===== src/rtl/decode_pkg.sv =====
// Shared defaults, control-bundle bit positions and the ID/EX bundle layout for the decode stage.
package decode_pkg;

  localparam int DEF_DATA_W     = 16;
  localparam int DEF_REG_CNT    = 8;
  localparam int DEF_SIG_W      = 41;
  localparam int DEF_IN_SEL_BIT = 18;
  localparam int DEF_MEM_RD_BIT = 12;

  // ID/EX boundary contents at the default widths.
  typedef struct packed {
    logic                          valid;
    logic [DEF_SIG_W-1:0]          ctrl;
    logic [DEF_DATA_W-1:0]         rd1;
    logic [DEF_DATA_W-1:0]         rd2;
    logic [$clog2(DEF_REG_CNT)-1:0] rsrc1;
    logic [$clog2(DEF_REG_CNT)-1:0] rsrc2;
    logic [$clog2(DEF_REG_CNT)-1:0] rdst;
  } idex_t;

endpackage


===== src/rtl/decode_stage_p_reg_file.sv =====
// 2-read/1-write register file with asynchronous clear and same-cycle write-through to both read ports.
module reg_file_p #(
  parameter int DATA_W  = 16,
  parameter int REG_CNT = 8,
  parameter int REG_AW  = $clog2(REG_CNT)
) (
  input  logic              clk,
  input  logic              rst,
  input  logic              we,
  input  logic [REG_AW-1:0] waddr,
  input  logic [DATA_W-1:0] wdata,
  input  logic [REG_AW-1:0] raddr1,
  input  logic [REG_AW-1:0] raddr2,
  output logic [DATA_W-1:0] rdata1,
  output logic [DATA_W-1:0] rdata2
);

  logic [DATA_W-1:0] mem [REG_CNT];

  // NOTE: the array is cleared on reset because software relies on all-zero registers;
  // a generic RAM would normally skip this so it can map onto memory macros.
  // NOTE: sequential state uses non-blocking assignments so every reader sees pre-edge values.
  always_ff @(posedge clk or negedge rst) begin
    if (!rst) begin
      for (int i = 0; i < REG_CNT; i++) mem[i] <= '0;
    end else if (we) begin
      mem[waddr] <= wdata;
    end
  end

  // NOTE: each output gets its array value first so no path leaves it unassigned (no latch).
  always_comb begin
    rdata1 = mem[raddr1];
    rdata2 = mem[raddr2];
    if (we && waddr == raddr1) rdata1 = wdata;
    if (we && waddr == raddr2) rdata2 = wdata;
  end

endmodule


===== src/rtl/decode_stage_p.sv =====
// Decode stage: register-file read with bypass, IN-port capture, hazard detection and the ID/EX register.
module decode_stage_p
  import decode_pkg::*;
#(
  parameter int DATA_W     = DEF_DATA_W,
  parameter int REG_CNT    = DEF_REG_CNT,
  parameter int REG_AW     = $clog2(REG_CNT),
  parameter int SIG_W      = DEF_SIG_W,
  parameter int IN_SEL_BIT = DEF_IN_SEL_BIT,
  parameter int MEM_RD_BIT = DEF_MEM_RD_BIT
) (
  input  logic              clk,
  input  logic              rst,
  input  logic              id_valid_i,
  input  logic [SIG_W-1:0]  ctrl_i,
  input  logic [REG_AW-1:0] rsrc1_i,
  input  logic [REG_AW-1:0] rsrc2_i,
  input  logic [REG_AW-1:0] rdst_i,
  input  logic              wb_en_i,
  input  logic [REG_AW-1:0] wb_addr_i,
  input  logic [DATA_W-1:0] wb_data_i,
  input  logic [DATA_W-1:0] in_port_i,
  input  logic              in_strobe_i,
  output logic              in_ready_o,
  input  logic              stall_i,
  input  logic              flush_i,
  output logic              hold_o,
  output logic              ex_valid_o,
  output logic [SIG_W-1:0]  ex_ctrl_o,
  output logic [DATA_W-1:0] ex_rd1_o,
  output logic [DATA_W-1:0] ex_rd2_o,
  output logic [REG_AW-1:0] ex_rsrc1_o,
  output logic [REG_AW-1:0] ex_rsrc2_o,
  output logic [REG_AW-1:0] ex_rdst_o
);

  typedef struct packed {
    logic              valid;
    logic [SIG_W-1:0]  ctrl;
    logic [DATA_W-1:0] rd1;
    logic [DATA_W-1:0] rd2;
    logic [REG_AW-1:0] rsrc1;
    logic [REG_AW-1:0] rsrc2;
    logic [REG_AW-1:0] rdst;
  } ex_bundle_t;

  ex_bundle_t        ex_q, ex_d;
  logic [DATA_W-1:0] read1, read2;
  logic [DATA_W-1:0] in_reg;
  logic              in_pending;
  logic              load_use, in_wait, advance, in_consume;

  reg_file_p #(.DATA_W(DATA_W), .REG_CNT(REG_CNT), .REG_AW(REG_AW)) u_reg_file (
    .clk    (clk),
    .rst    (rst),
    .we     (wb_en_i),
    .waddr  (wb_addr_i),
    .wdata  (wb_data_i),
    .raddr1 (rsrc1_i),
    .raddr2 (rsrc2_i),
    .rdata1 (read1),
    .rdata2 (read2)
  );

  assign load_use = id_valid_i & ex_q.valid & ex_q.ctrl[MEM_RD_BIT]
                  & ((ex_q.rdst == rsrc1_i) | (ex_q.rdst == rsrc2_i));
  assign in_wait  = id_valid_i & ctrl_i[IN_SEL_BIT] & ~in_pending;
  assign hold_o   = load_use | in_wait;

  // An IN instruction only leaves decode on a true advance, which is when its captured word is used up.
  assign advance    = ~flush_i & ~stall_i & ~hold_o;
  assign in_consume = advance & id_valid_i & ctrl_i[IN_SEL_BIT];

  assign ex_d.valid = id_valid_i;
  assign ex_d.ctrl  = id_valid_i ? ctrl_i : '0;
  assign ex_d.rd1   = ctrl_i[IN_SEL_BIT] ? in_reg : read1;
  assign ex_d.rd2   = read2;
  assign ex_d.rsrc1 = rsrc1_i;
  assign ex_d.rsrc2 = rsrc2_i;
  assign ex_d.rdst  = rdst_i;

  always_ff @(posedge clk or negedge rst) begin
    if (!rst) begin
      in_reg     <= '0;
      in_pending <= 1'b0;
    end else if (in_consume) begin
      in_pending <= 1'b0;
    end else if (in_strobe_i && !in_pending) begin
      in_reg     <= in_port_i;
      in_pending <= 1'b1;
    end
  end

  // Flush and hold both insert an all-zero bubble; stall simply keeps the current contents.
  always_ff @(posedge clk or negedge rst) begin
    if (!rst)          ex_q <= '0;
    else if (flush_i)  ex_q <= '0;
    else if (!stall_i) ex_q <= hold_o ? '0 : ex_d;
  end

  assign in_ready_o = ~in_pending;
  assign ex_valid_o = ex_q.valid;
  assign ex_ctrl_o  = ex_q.ctrl;
  assign ex_rd1_o   = ex_q.rd1;
  assign ex_rd2_o   = ex_q.rd2;
  assign ex_rsrc1_o = ex_q.rsrc1;
  assign ex_rsrc2_o = ex_q.rsrc2;
  assign ex_rdst_o  = ex_q.rdst;

endmodule


===== config.mk =====
export PLATFORM = sky130hd
export DESIGN_NAME = decode_stage_p
export DESIGN_NICKNAME = d
export VERILOG_FILES = /design/src/rtl/decode_pkg.sv /design/src/rtl/decode_stage_p_reg_file.sv /design/src/rtl/decode_stage_p.sv
export SDC_FILE = /design/constraint.sdc
export NUM_CORES = 1
export LEC_CHECK = 0
export BUFFER_PORTS_ARGS = -buffer_cell sky130_fd_sc_hd__buf_2
export CAP_MARGIN = 20
export CORE_MARGIN = 4
export CORE_UTILIZATION = 55
export CTS_BUF_LIST = sky130_fd_sc_hd__clkbuf_16
export CTS_CLUSTER_SIZE = 24
export DETAILED_ROUTE_END_ITERATION = 16
export PLACE_DENSITY_LB_ADDON = 0.12
export SETUP_SLACK_MARGIN = 0.3
export SLEW_MARGIN = 20
export SYNTH_ARGS = -nofsm -noshare
export SYNTH_HDL_FRONTEND = slang
export SYNTH_SLANG_ARGS = --single-unit

===== constraint.sdc =====
create_clock -name clk -period 4.5 [get_ports clk]
set_input_delay 1.35 -clock clk [delete_from_list [all_inputs] [get_ports clk]]
set_output_delay 1.35 -clock clk [all_outputs]
set_load 0.05 [all_outputs]

==> results of run 1 <==
-- worst paths after layout --
check / from / endpoint / slack [ps]
setup / recovery: id_valid_i / hold_o / 840
max in group asynchronous: rst / u_reg_file.mem[35]$_DFFE_PN0P_ / 2760
min in group asynchronous: rst / ex_rd2_o[12]$_DFFE_PN0P_ / 830
hold / removal: ex_ctrl_o[21]$_DFFE_PN0P_ / ex_ctrl_o[21]$_DFFE_PN0P_ / 490
hold reg to reg: ex_ctrl_o[21]$_DFFE_PN0P_ / ex_ctrl_o[21]$_DFFE_PN0P_ / 490
setup reg to reg: ex_valid_o$_DFFE_PN0P_ / ex_ctrl_o[20]$_DFFE_PN0P_ / 2490
-- Yosys cell counts, drive strengths merged --
cell type	number	share of area, %
or2	1	0.057
a22oi	16	1.1
xnor2	12	0.96
a21o	1	0.068
nand2b	1	0.057
buf	51	2.8
and2	2	0.11
mux2i	48	4.4
dfrtp	228	52
nand2	2	0.068
nor2	18	0.61
nor3b	2	0.23
a21oi	49	2.2
nand4	4	0.23
mux2	144	15
mux4	48	9.8
nor3	2	0.14
inv	1	0.034
nor2b	19	1.1
o211ai	16	1.1
a22o	82	6.5
clkbuf	31	1.1
nor4b	1	0.22
nand4b	3	0.24
and4	2	0.18
and3	2	0.11
-- area by class of cell --
| class | instances | area (sq um) |
|---|---|---|
| fill | 1425 | 6800 |
| sequential | 228 | 5710 |
| multi-input combinational | 475 | 4910 |
| timing repair buffer | 200 | 1110 |
| clock buffer | 25 | 626 |
| tap | 265 | 332 |
| clock inverter | 18 | 109 |
| inverter | 1 | 3.75 |
-- cells in the final DEF (no fill, tap or decap), types with 2 or more instances in the layout --
cell	instances
buf_4	21
mux2i_1	48
clkinv_1	5
and3_1	2
clkbuf_16	25
buf_2	175
a22oi_1	16
nor3b_4	2
nor2b_1	17
xnor2_1	12
and2_1	2
nand4b_1	3
nand4_1	4
mux2_2	144
dfrtp_1	228
nor3_4	2
clkinvlp_4	2
a21oi_1	49
mux4_2	48
inv_1	5
a22o_1	82
clkinv_2	6
o211ai_1	16
nor2_1	18
nand2_1	2
buf_12	3
-- worst register-to-register path, stage by stage, from the launching register on --
cell	delay, ps
dfrtp_1	430
and3_1	240
and4_4	180
nor4b_4	290
and2_1	160
buf_4	390
a22o_1	240
-- layer usage --
metal	global-route usage (%)	up-vias	wire length (microns)
li1	-	3277	-
met1	37.2	3956	12500
met2	41.7	329	13600
met3	4.56	45	2170
met4	6.59	2	507
met5	0	-	20
-- power groups by stage --
stage	Clock (mW)	Combinational [mW]	Sequential [mW]
floorplan	0	0.792	2.79
global placement	0	1.24	2.65
detailed placement	0	1.28	2.69
CTS	1.88	1.29	2.65
global route	1.97	1.38	2.70
finish	1.84	1.28	2.66
-- kinds of logic after synthesis --
kind of cell	count (synthesis)	share of synthesized area [%]
xor+xnor	12	0.956
flops	228	51.9
simple gates	59	3.33
buf+inv	83	3.87
compound gates	164	11.0
mux	240	28.9
==> summary.txt, run 1 <==
Setup Viol. Count Final = 0
DR vias/cell = 6.28
Die ar. = 22,300 sq um
Clock transition at path regs = 60 ps
drt first-iter violations = 646
NumNets Final = 1,022
Min Hold Slack = 492 ps
Final Power = 5.78 mW
post-CTS setup buffers = 0
antenna-violating nets left = 0
kind of critical path = in -> out
Clock Path Buffers = 3
fin worst setup slack = 836 ps
Initial Util = 56.1%
Clock Skew = 7.45 ps
I/O Pins = 177
slowest stage delay, CP = 270 ps
Max-cap violations = 0
htree depth = 1
GRT Overall Usage = 25.9%
Synth Instances = 786
Placed Cells incl. Taps = 1,169
Worst VDD drop = 0.215 mV
worst path required time = 3150 ps
Post-DP Area = 12,100 sq um
Post-Route WL = 28,800 microns
Clock Power Share = 31.8%
CP delay by family, top = simple AND/OR/NAND/NOR gates
placed wire-length estimate = 18,600 microns
largest net degree at the start of global routing = 98
CTS resizes = 0
Int Power = 4.10 mW
Mapped Nets = 878
Setup crit end kind = output pin
antenna fix cells = 0
Rel. slew slack = 26.6%
Worst R2R Path Depth = 6
Synth Cell Area = 11,000 sq um
CP arrival = 2310 ps
fin area = 12,800 sq um
clk_lat worst skew = 510 ps
cell count of the worst hold path = 1
status = complete, no violations
vias = 7,609
Syn Area/Cell = 14.0 sq um
leakage power total = 5.96 nW
residual DRC count = 0
Hold Path Class = reg -> reg
Pins Over Slew Limit = 0
Largest register FFs = 128
part of the power in combinational logic = 22.1%
Fin. Hold Viols = 0
Biggest register = u_reg_file.mem
CP Buf/Inv Count = 2
CTS tree = yes
Sw Ratio = 29.2%
register area share after synthesis = 51.9%
register share of total power = 46.0%
number of global-route vias before repair = 7,841
cell repeated most along the worst path = buf_2
clock root buffer = clkbuf_16
first-pass GRT wire length = 45,300 microns
slowest cell on the critical path = and4_4
Die Y = 149 microns
crit path cell chain = buf_2 -> and3_1 -> and4_4 -> nor2_1 -> nand2_1 -> buf_2
#FFs+latches synth = 228
global-route congestion overflow total = 0
sw power = 1.69 mW
fin crit share = 81.4%
die width = 149 microns
first drt pass iteration count = 5
I/O Buffers = 176
core area = 19,600 sq um
Power Dens Cells = 452 nW/um^2
clk sinks = 228
unrepaired setup endpoints after global routing = no
# rows = 51
Sum Neg Setup Slack = 0 ps
routed length per instance = 23.7 microns
Final GP Congestion = 0.830
Synth Warn # = 0
Yosys cell types = 30
fin crit period = 3660 ps
Layout area overhead = 16.3%
Startpoint Class = input pin
Critical Path Fanout Max = 3
WP depth = 6
fmax = 273 MHz
Util after Layout = 65.3%
initial antenna violation count = 1
Place WS = 816 ps
slew of the pin with the lowest slew margin = 1100 ps
CTS Hold Bufs = 0
share of cells above drive strength 1 = 45.9%
post-route insts no fill = 1,212
CTS Buf Count = 24
No activity file was read; power rests on OpenSTA's default activity.
==> run 2: changes to the inputs <==
clock period = 3.8 ns   (was 4.5 ns; I/O delays follow)
==> summary.txt, run 2 (synthesis results as in run 1) <==
status = complete, no violations
Clock Skew = 11.9 ps (+4.47 ps)
Pins Over Slew Limit = 0 (unchanged)
CTS Buf Count = 25 (+4.2%)
Final GP Congestion = 0.798 (-3.8%)
routed length per instance = 24.0 microns (+1.2%)
Startpoint Class = input pin
Die Y = 149 microns (unchanged)
CTS Hold Bufs = 0 (unchanged)
antenna-violating nets left = 0 (unchanged)
post-CTS setup buffers = 0 (unchanged)
vias = 7,629 (+0.26%)
NumNets Final = 1,029 (+0.68%)
worst path required time = 2660 ps (-490 ps)
Biggest register = u_reg_file.mem
Power Dens Cells = 539 nW/um^2 (+19%)
crit path cell chain = buf_2 -> and3_1 -> and4_4 -> nor2_1 -> nand2_1 -> buf_2
clk sinks = 228 (unchanged)
Rel. slew slack = 50.5% (+24 points)
CP delay by family, top = simple AND/OR/NAND/NOR gates
placed wire-length estimate = 18,800 microns (+1.0%)
CP Buf/Inv Count = 2 (unchanged)
Max-cap violations = 0 (unchanged)
I/O Buffers = 176 (unchanged)
unrepaired setup endpoints after global routing = no
first drt pass iteration count = 5 (unchanged)
Initial Util = 56.1% (unchanged)
fin area = 12,800 sq um (+0.33%)
post-route insts no fill = 1,220 (+0.66%)
Setup Viol. Count Final = 0 (unchanged)
CTS resizes = 0 (unchanged)
cell repeated most along the worst path = buf_2
residual DRC count = 0 (unchanged)
share of cells above drive strength 1 = 45.9% (-0.079 points)
commonest non-fill, non-tap cells in the layout = dfrtp_1, buf_2, mux2_2
Post-DP Area = 12,100 sq um (+0.15%)
core area = 19,600 sq um (unchanged)
Die ar. = 22,300 sq um (unchanged)
fin crit share = 85.8%
Hold Path Class = reg -> reg
Clock Path Buffers = 3 (unchanged)
DR vias/cell = 6.25 (-0.39%)
first-pass GRT wire length = 46,000 microns (+1.5%)
Setup crit end kind = output pin
clk_lat worst skew = 520 ps (about the same)
number of global-route vias before repair = 7,996 (+2.0%)
slowest cell on the critical path = buf_2
# rows = 51 (unchanged)
die width = 149 microns (unchanged)
CTS tree = yes
fmax = 307 MHz
Largest register FFs = 128 (unchanged)
GRT Overall Usage = 26.5% (+0.53 points)
Worst VDD drop = 0.282 mV (+32%)
most common cell after layout, fill and taps aside = dfrtp_1
I/O Pins = 177 (unchanged)
Min Hold Slack = 492 ps (+0.336 ps)
htree depth = 1 (unchanged)
slowest stage delay, CP = 280 ps (about the same)
initial antenna violation count = 3 (+2)
kind of critical path = in -> out
drt first-iter violations = 616 (-4.6%)
leakage power total = 6.00 nW (+0.57%)
CP arrival = 2120 ps (-190 ps)
Layout area overhead = 16.7%
Placed Cells incl. Taps = 1,175 (+0.51%)
Critical Path Fanout Max = 3 (unchanged)
clock root buffer = clkbuf_16
slew of the pin with the lowest slew margin = 742 ps (-355 ps)
largest net degree at the start of global routing = 100 (+2.0%)
Sum Neg Setup Slack = 0 ps (unchanged)
Post-Route WL = 29,300 microns (+1.8%)
fin crit period = 3260 ps
Fin. Hold Viols = 0 (unchanged)
global-route congestion overflow total = 0 (unchanged)
Clock transition at path regs = 60 ps (about the same)
[run 2: worst reg2reg max path, delay by kind of cell (launching register included)]
kind / cells / cell delay, ps
flops: 1 / 450
buf+inv: 1 / 390
xor+xnor: 1 / 160
compound gates: 1 / 240
simple gates: 3 / 690
[run 2: final cells by class]
| cell class | count | area (sq um) |
|---|---|---|
| fill | 1430 | 6760 |
| sequential | 228 | 5710 |
| multi-input combinational | 475 | 4880 |
| timing repair buffer | 206 | 1150 |
| clock buffer | 25 | 626 |
| tap | 265 | 332 |
| clock inverter | 18 | 129 |
| antenna | 2 | 5.00 |
| inverter | 1 | 3.75 |
[run 2: per-stage QoR]
stage / setup slack [ps] / utilization, % / power (mW)
4_1_cts: 506 / 65.5 / 6.96
3_3_place_gp: 499 / 61.6 / 4.61
2_1_floorplan: 600 / - / 4.24
5_1_grt: 469 / 65.5 / 7.24
3_5_place_dp: 510 / 61.6 / 4.70
6_report: 540 / 65.5 / 6.92
[run 2: path summary, 6_finish.rpt]
path                       slack [ps]                               to  cells after the start                       from
max                               540                           hold_o                      6                 id_valid_i
min                               490        ex_ctrl_o[21]$_DFFE_PN0P_                      1  ex_ctrl_o[21]$_DFFE_PN0P_
max reg2reg                      1800        ex_ctrl_o[25]$_DFFE_PN0P_                      6   ex_rdst_o[2]$_DFFE_PN0P_
min reg2reg                       490        ex_ctrl_o[21]$_DFFE_PN0P_                      1  ex_ctrl_o[21]$_DFFE_PN0P_
max in group asynchronous        2300  u_reg_file.mem[104]$_DFFE_PN0P_                      2                        rst
min in group asynchronous         660         ex_ctrl_o[2]$_DFFE_PN0P_                      1                        rst
[run 2: layer usage]
layer | GRT usage, % | vias up | share of wire, %
met3 | 5.74 | 63 | 8.9
met2 | 43.3 | 341 | 48
met1 | 35.7 | 3946 | 40
li1 | - | 3277 | -
met5 | 0 | - | 0.058
met4 | 8.33 | 2 | 2.5
[run 2: power by group]
part / switching (mW) / leakage, nW / internal [mW]
logic: 0.763 / 2.75 / 0.752
clock network: 0.923 / 0.390 / 1.32
registers: 0.311 / 2.85 / 2.85
